## config.mk

```make
export PLATFORM = sky130hd
export DESIGN_NAME = matrix_mult_fsmd
export DESIGN_NICKNAME = d
export VERILOG_FILES = /design/src/rtl/matrix_pkg.sv /design/src/rtl/matrix_mult_fsmd_mac.sv /design/src/rtl/matrix_mult_fsmd.sv
export SDC_FILE = /design/constraint.sdc
export NUM_CORES = 1
export LEC_CHECK = 0
export CAP_MARGIN = 20
export CORE_MARGIN = 3
export CORE_UTILIZATION = 50
export DETAILED_ROUTE_END_ITERATION = 10
export HOLD_SLACK_MARGIN = 0.03
export PLACE_DENSITY = 0.89
export SYNTH_ARGS = -nofsm -noshare
export SYNTH_HDL_FRONTEND = slang
export SYNTH_HIERARCHICAL = 1
export SYNTH_SLANG_ARGS = --single-unit
```

## constraint.sdc

```tcl
create_clock -name CLK -period 3.62 [get_ports CLK]
set_clock_uncertainty 0.05 [all_clocks]
set_input_delay 0.543 -clock CLK [delete_from_list [all_inputs] [get_ports CLK]]
set_output_delay 0.543 -clock CLK [all_outputs]
set_load 0.01 [all_outputs]
```

## src/rtl/matrix_pkg.sv

```systemverilog
// Shared sizing, state encoding and row-major address helper for the matrix multiplier.
package matrix_pkg;

  localparam int N      = 4;
  localparam int DATA_W = 3;
  localparam int ADDR_W = 4;
  localparam int ACC_W  = $clog2(N * (2**DATA_W - 1) * (2**DATA_W - 1) + 1);
  localparam int IDX_W  = $clog2(N);

  // Prefixed so the DONE state cannot collide with the DONE port
  typedef enum logic [2:0] {
    ST_IDLE,
    ST_CALC,
    ST_DRAIN,
    ST_WRITE,
    ST_DONE
  } state_t;

  function automatic logic [ADDR_W-1:0] rc_addr(input logic [IDX_W-1:0] row,
                                                input logic [IDX_W-1:0] col);
    return ADDR_W'(row) * ADDR_W'(N) + ADDR_W'(col);
  endfunction

endpackage

```

## src/rtl/matrix_mult_fsmd_mac.sv

```systemverilog
// Multiply-accumulate register: unsigned DATA_W x DATA_W product added into an ACC_W accumulator.
module mac_unit #(
  parameter int DATA_W = 3,
  parameter int ACC_W  = 8
) (
  input  logic              clk,
  input  logic              rst,
  input  logic              en,
  input  logic              clr,
  input  logic [DATA_W-1:0] a,
  input  logic [DATA_W-1:0] b,
  output logic [ACC_W-1:0]  acc
);

  function automatic logic [ACC_W-1:0] widen_product(input logic [DATA_W-1:0] x,
                                                     input logic [DATA_W-1:0] y);
    logic [2*DATA_W-1:0] p;
    p = x * y;
    return ACC_W'(p);
  endfunction

  // clr restarts the sum with the first product of a new element
  always_ff @(posedge clk) begin
    if (rst) begin
      acc <= '0;
    end else if (en) begin
      acc <= (clr ? '0 : acc) + widen_product(a, b);
    end
  end

endmodule

```

## src/rtl/matrix_mult_fsmd.sv

```systemverilog
// FSMD computing C = A x B over row-major RAMs; one C element written every N+2 cycles.
import matrix_pkg::*;

module matrix_mult_fsmd (
  input  logic              CLK,
  input  logic              RST,
  input  logic              START,
  input  logic [DATA_W-1:0] A_DATA,
  input  logic [DATA_W-1:0] B_DATA,
  output logic [ADDR_W-1:0] ADDRESS_A,
  output logic [ADDR_W-1:0] ADDRESS_B,
  output logic              Write_EN_A,
  output logic [ADDR_W-1:0] C_ADDR,
  output logic [ACC_W-1:0]  C_DATA,
  output logic              C_WE,
  output logic              BUSY,
  output logic              DONE
);

  localparam logic [IDX_W-1:0] LAST = IDX_W'(N - 1);

  state_t           state, state_nxt;
  logic [IDX_W-1:0] i, j, k;
  logic [IDX_W-1:0] i_nxt, j_nxt, k_nxt;
  logic             vld_p1;
  logic [IDX_W-1:0] k_p1;
  logic [ACC_W-1:0] acc;

  always_comb begin
    state_nxt = state;
    i_nxt     = i;
    j_nxt     = j;
    k_nxt     = k;
    case (state)
      ST_IDLE: begin
        if (START) begin
          state_nxt = ST_CALC;
          i_nxt     = '0;
          j_nxt     = '0;
          k_nxt     = '0;
        end
      end
      ST_CALC: begin
        if (k == LAST) begin
          state_nxt = ST_DRAIN;
          k_nxt     = '0;
        end else begin
          k_nxt = k + IDX_W'(1);
        end
      end
      ST_DRAIN: state_nxt = ST_WRITE;
      ST_WRITE: begin
        k_nxt = '0;
        if (j == LAST) begin
          j_nxt = '0;
          i_nxt = (i == LAST) ? '0 : i + IDX_W'(1);
        end else begin
          j_nxt = j + IDX_W'(1);
        end
        state_nxt = (i == LAST && j == LAST) ? ST_DONE : ST_CALC;
      end
      ST_DONE:  state_nxt = ST_IDLE;
      default:  state_nxt = ST_IDLE;
    endcase
  end

  // Stage p0: addresses are registered from next-cycle indices so step k is on the bus during CALC(k)
  always_ff @(posedge CLK) begin
    if (RST) begin
      state     <= ST_IDLE;
      i         <= '0;
      j         <= '0;
      k         <= '0;
      vld_p1    <= 1'b0;
      k_p1      <= '0;
      ADDRESS_A <= '0;
      ADDRESS_B <= '0;
    end else begin
      state  <= state_nxt;
      i      <= i_nxt;
      j      <= j_nxt;
      k      <= k_nxt;
      vld_p1 <= (state == ST_CALC);
      k_p1   <= k;
      if (state_nxt == ST_CALC) begin
        ADDRESS_A <= rc_addr(i_nxt, k_nxt);
        ADDRESS_B <= rc_addr(k_nxt, j_nxt);
      end else begin
        ADDRESS_A <= '0;
        ADDRESS_B <= '0;
      end
    end
  end

  // Stage p1: RAM data for step k_p1 is valid; accumulate it
  mac_unit #(
    .DATA_W (DATA_W),
    .ACC_W  (ACC_W)
  ) u_mac (
    .clk (CLK),
    .rst (RST),
    .en  (vld_p1),
    .clr (k_p1 == '0),
    .a   (A_DATA),
    .b   (B_DATA),
    .acc (acc)
  );

  assign Write_EN_A = 1'b0;
  assign C_WE       = (state == ST_WRITE);
  assign C_ADDR     = C_WE ? rc_addr(i, j) : '0;
  assign C_DATA     = C_WE ? acc : '0;
  assign BUSY       = (state == ST_CALC) || (state == ST_DRAIN) || (state == ST_WRITE);
  assign DONE       = (state == ST_DONE);

endmodule

```

==> run_results.csv <==
group,metric,value,unit
outcome,outcome,"finished, final reports clean",
cts,cts_h_tree_depth,1,
placed_design,placed_area,1970,um2
route,postRouteAntennaNets,0,
cts,clock_tree_from_tritoncts,"done",
global_routing,grt_max_degree,16,
die,fp.dieH,63.4,um
route,route.final.wire_length,3340,um
sta,timing.setup.tns,0,ns
cts,cts_sinks,26,
cts,cts-resized-gates,0,
die,rows,20,
sta,fin_crit,3.27,ns
placed_design,gp_routability_congestion,0.872,
finish,fin_nets,246,
route,route.detailed.vias_per_inst,5.32,
die,design.die.area,4020,um2
finish,num_antenna_cells,0,
sta,grt_setup_unrepaired,"false",
global_routing,gr-usage-all-layers,17.4,%
cts,numCtsBuffers,3,
power_and_ir_drop,pwr_density_cell,292,nW/um2
synthesis,async_flop_share,0,%
synthesis,synth-seq-cells,26,
global_routing,grt.busiest_layer,"met2",
min_path,hold_path_class,"register to register",
synthesis,synth_area,1650,um2
worst_setup_path,end_kind,"register",
worst_setup_path,cp_num_buf_inv,2,
route,wire_per_inst,12.7,um
synthesis,yosys_most_used_dff,"sky130_fd_sc_hd__dfxtp_1",
cts,max-clock-path-buffers,2,
global_routing,grt_pass1_vias,1306,
synthesis,netlist_top_cells_count,"sky130_fd_sc_hd__nor2_1, sky130_fd_sc_hd__dfxtp_1, sky130_fd_sc_hd__and2_1",
worst_setup_path,worst-endpoint-required,3.78,ns
finish,multi_input_comb_area,1010,um2
placed_design,post-dp-hpwl,2500,um
synthesis,synth-edff-count,0,
sta,tightest_slew,0.588,ns
worst_setup_path,worst_setup_path_start_kind,"input port",
sta,finalMaxSlewViolations,0,
finish,final-seq-area,520,um2
synthesis,library_cell_with_the_largest_summed_area_after_synthesis,"sky130_fd_sc_hd__dfxtp_1",
die,starting_density_of_the_core,53.1,%
finish,syn2layout_area_growth,23.1,%
synthesis,synth_top_cell_area_share,31.6,%
global_routing,grt.met3_usage,2.67,%
sta,timing.max_slew.rel_slack,60.8,%
synthesis,top_area_cells_in_the_synthesized_netlist,"sky130_fd_sc_hd__dfxtp_1, sky130_fd_sc_hd__ha_1, sky130_fd_sc_hd__and2_1, sky130_fd_sc_hd__nor2_1, sky130_fd_sc_hd__fa_1",
flow_run,max_cap_viol_count,0,
worst_setup_path,crit_top_cell,"sky130_fd_sc_hd__fa_1",
synthesis,synth_most_common_cell,"sky130_fd_sc_hd__nor2_1",
worst_setup_path,wp_data_arrival,3.44,ns
cts,clockRootBuffer,"sky130_fd_sc_hd__clkbuf_4",
route,route.detailed.drc,0,
worst_setup_path,crit_type,"input port to register",
global_routing,grt_overflow,0,
synthesis,synth_cell_types,46,
power_and_ir_drop,max-vdd-ir-drop,0.147,mV
die,ios,33,
synthesis,synth_fp_nets,217,
global_routing,grt_pass1_wl,5730,um
sta,final_hold_violation_count,0,
worst_setup_path,crit_family,"adder cells",
die,design.core.area,3100,um2
global_routing,number_of_antenna_violations_at_the_first_check_in_global_routing,0,
sta,finalSetupViolCount,0,
sta,min_period_over_period,90.5,%
power_and_ir_drop,p_leak,0.815,nW
synthesis,netlist_instances,191,
route,detailedRoute.firstIterationViolations,38,
cts,cts_hold_repair.buffers,0,
global_routing,globalRouteMet2Util,29.7,%
global_routing,groute.layer.met1.usage,22.3,%
worst_setup_path,critical-path-slowest-cell,"sky130_fd_sc_hd__fa_1",
worst_setup_path,critPathMaxStageDelay,0.62,ns
cts,postCtsSetupBuffers,0,
worst_setup_path,crit_chain,"clkdlybuf4s50_1 > nand2_1 > fa_1 > fa_1 > inv_1 > ha_1 > a211oi_1 > nor3b_1 > o31ai_1 > o311ai_1",
finish,fillCellCount,272,
synthesis,ys_seq_area_share,31.6,%
route,firstDrtPassIters,5,
sta,clock.fmax,305,MHz
route,routed-via-count,1400,
finish,layout.cell_area.non_filler,2030,um2
synthesis,synthesis.yosys.warnings,6,
worst_setup_path,timing.critical_path.fanout_max,3,
cts,insertion_delay,0.32,ns
cts,clkSlewWorstSetupHoldPaths,0.15,ns
finish,drive_gt1_share,5.02,%
synthesis,syn-mean-instance-area,8.62,um2
die,die_w,63.4,um
placed_design,buffer_ports.inserted,31,
## final cells by class
type	count	area share (%)
tap	44	2.72
timing repair buffer	34	16.4
sequential	26	25.7
multi-input combinational	141	50.0
clock inverter	1	1.48
inverter	14	2.59
clock buffer	3	1.11
## layer usage
metal  up-vias  wire [um]  part of all wire [%]
met5         -          0                     0
li1        701          -                     -
met1       647       1540                    46
met2        44       1590                    48
met4         0         52                   1.6
met3         8        149                   4.5
## report_power, final
| part | internal, mW | switching [mW] | leakage (nW) |
|---|---|---|---|
| clock network | 0.112 | 0.0891 | 0.0279 |
| logic | 0.0438 | 0.0445 | 0.576 |
| registers | 0.293 | 0.00898 | 0.211 |
## per-stage QoR
stage	power, mW	utilization [%]	hold WS, ns	instances	setup slack (ns)
6_report	0.592	65.3	0.447	263	0.345
5_1_grt	0.620	65.3	0.466	263	0.108
4_1_cts	0.594	65.3	0.438	263	0.346
3_5_place_dp	0.396	63.6	0.434	259	0.0813
3_3_place_gp	0.391	63.6	0.422	259	0.174
2_1_floorplan	0.368	-	0.411	191	0.757
## registers in the layout (all words and copies together) (netlist names)
| signal | cells |
|---|---|
| j | 2 |
| state | 3 |
| k_p1 | 2 |
| i | 2 |
| u_mac/acc | 8 |
| ADDRESS_B | 2 |
| ADDRESS_A | 4 |
| k | 2 |
| vld_p1 | 1 |
## placed cells by master (no fill, tap or decap), drive strengths merged, types with 3 or more instances in the layout
cell / synthesis / final
nand2b: 7 / 7
o21a: 4 / 4
a21oi: 5 / 5
dfxtp: 26 / 26
nand2: 9 / 9
clkbuf: 3 / 3
nor3: 4 / 4
clkdlybuf4s50: 0 / 31
nor2b: 10 / 10
mux2i: 3 / 3
and2: 17 / 17
nor2: 27 / 27
buf: 7 / 3
ha: 12 / 12
inv: 14 / 14
fa: 5 / 5
## final timing paths
path | slack, ns | endpoint | cells after the start | from
setup / recovery | 0.35 | u_mac/acc[6]$_SDFFE_PP0P_ | 10 | B_DATA[2]
hold / removal | 0.45 | k_p1[1]$_SDFF_PP0_ | 1 | k[1]$_SDFF_PP0_
setup reg to reg | 1.05 | u_mac/acc[6]$_SDFFE_PP0P_ | 10 | k_p1[1]$_SDFF_PP0_
hold reg to reg | 0.45 | k_p1[1]$_SDFF_PP0_ | 1 | k[1]$_SDFF_PP0_
## logic make-up after synthesis
| logic type | after synthesis | share of synthesized area (%) |
|---|---|---|
| simple gates | 86 | 28.0 |
| compound gates | 31 | 14.4 |
| flops | 26 | 31.6 |
| buf+inv | 24 | 6.84 |
| fa+ha+maj | 17 | 15.2 |
| mux | 5 | 3.19 |
| other cells | 1 | 0.228 |
| xor+xnor | 1 | 0.532 |
(Power assumes the default switching activity.)
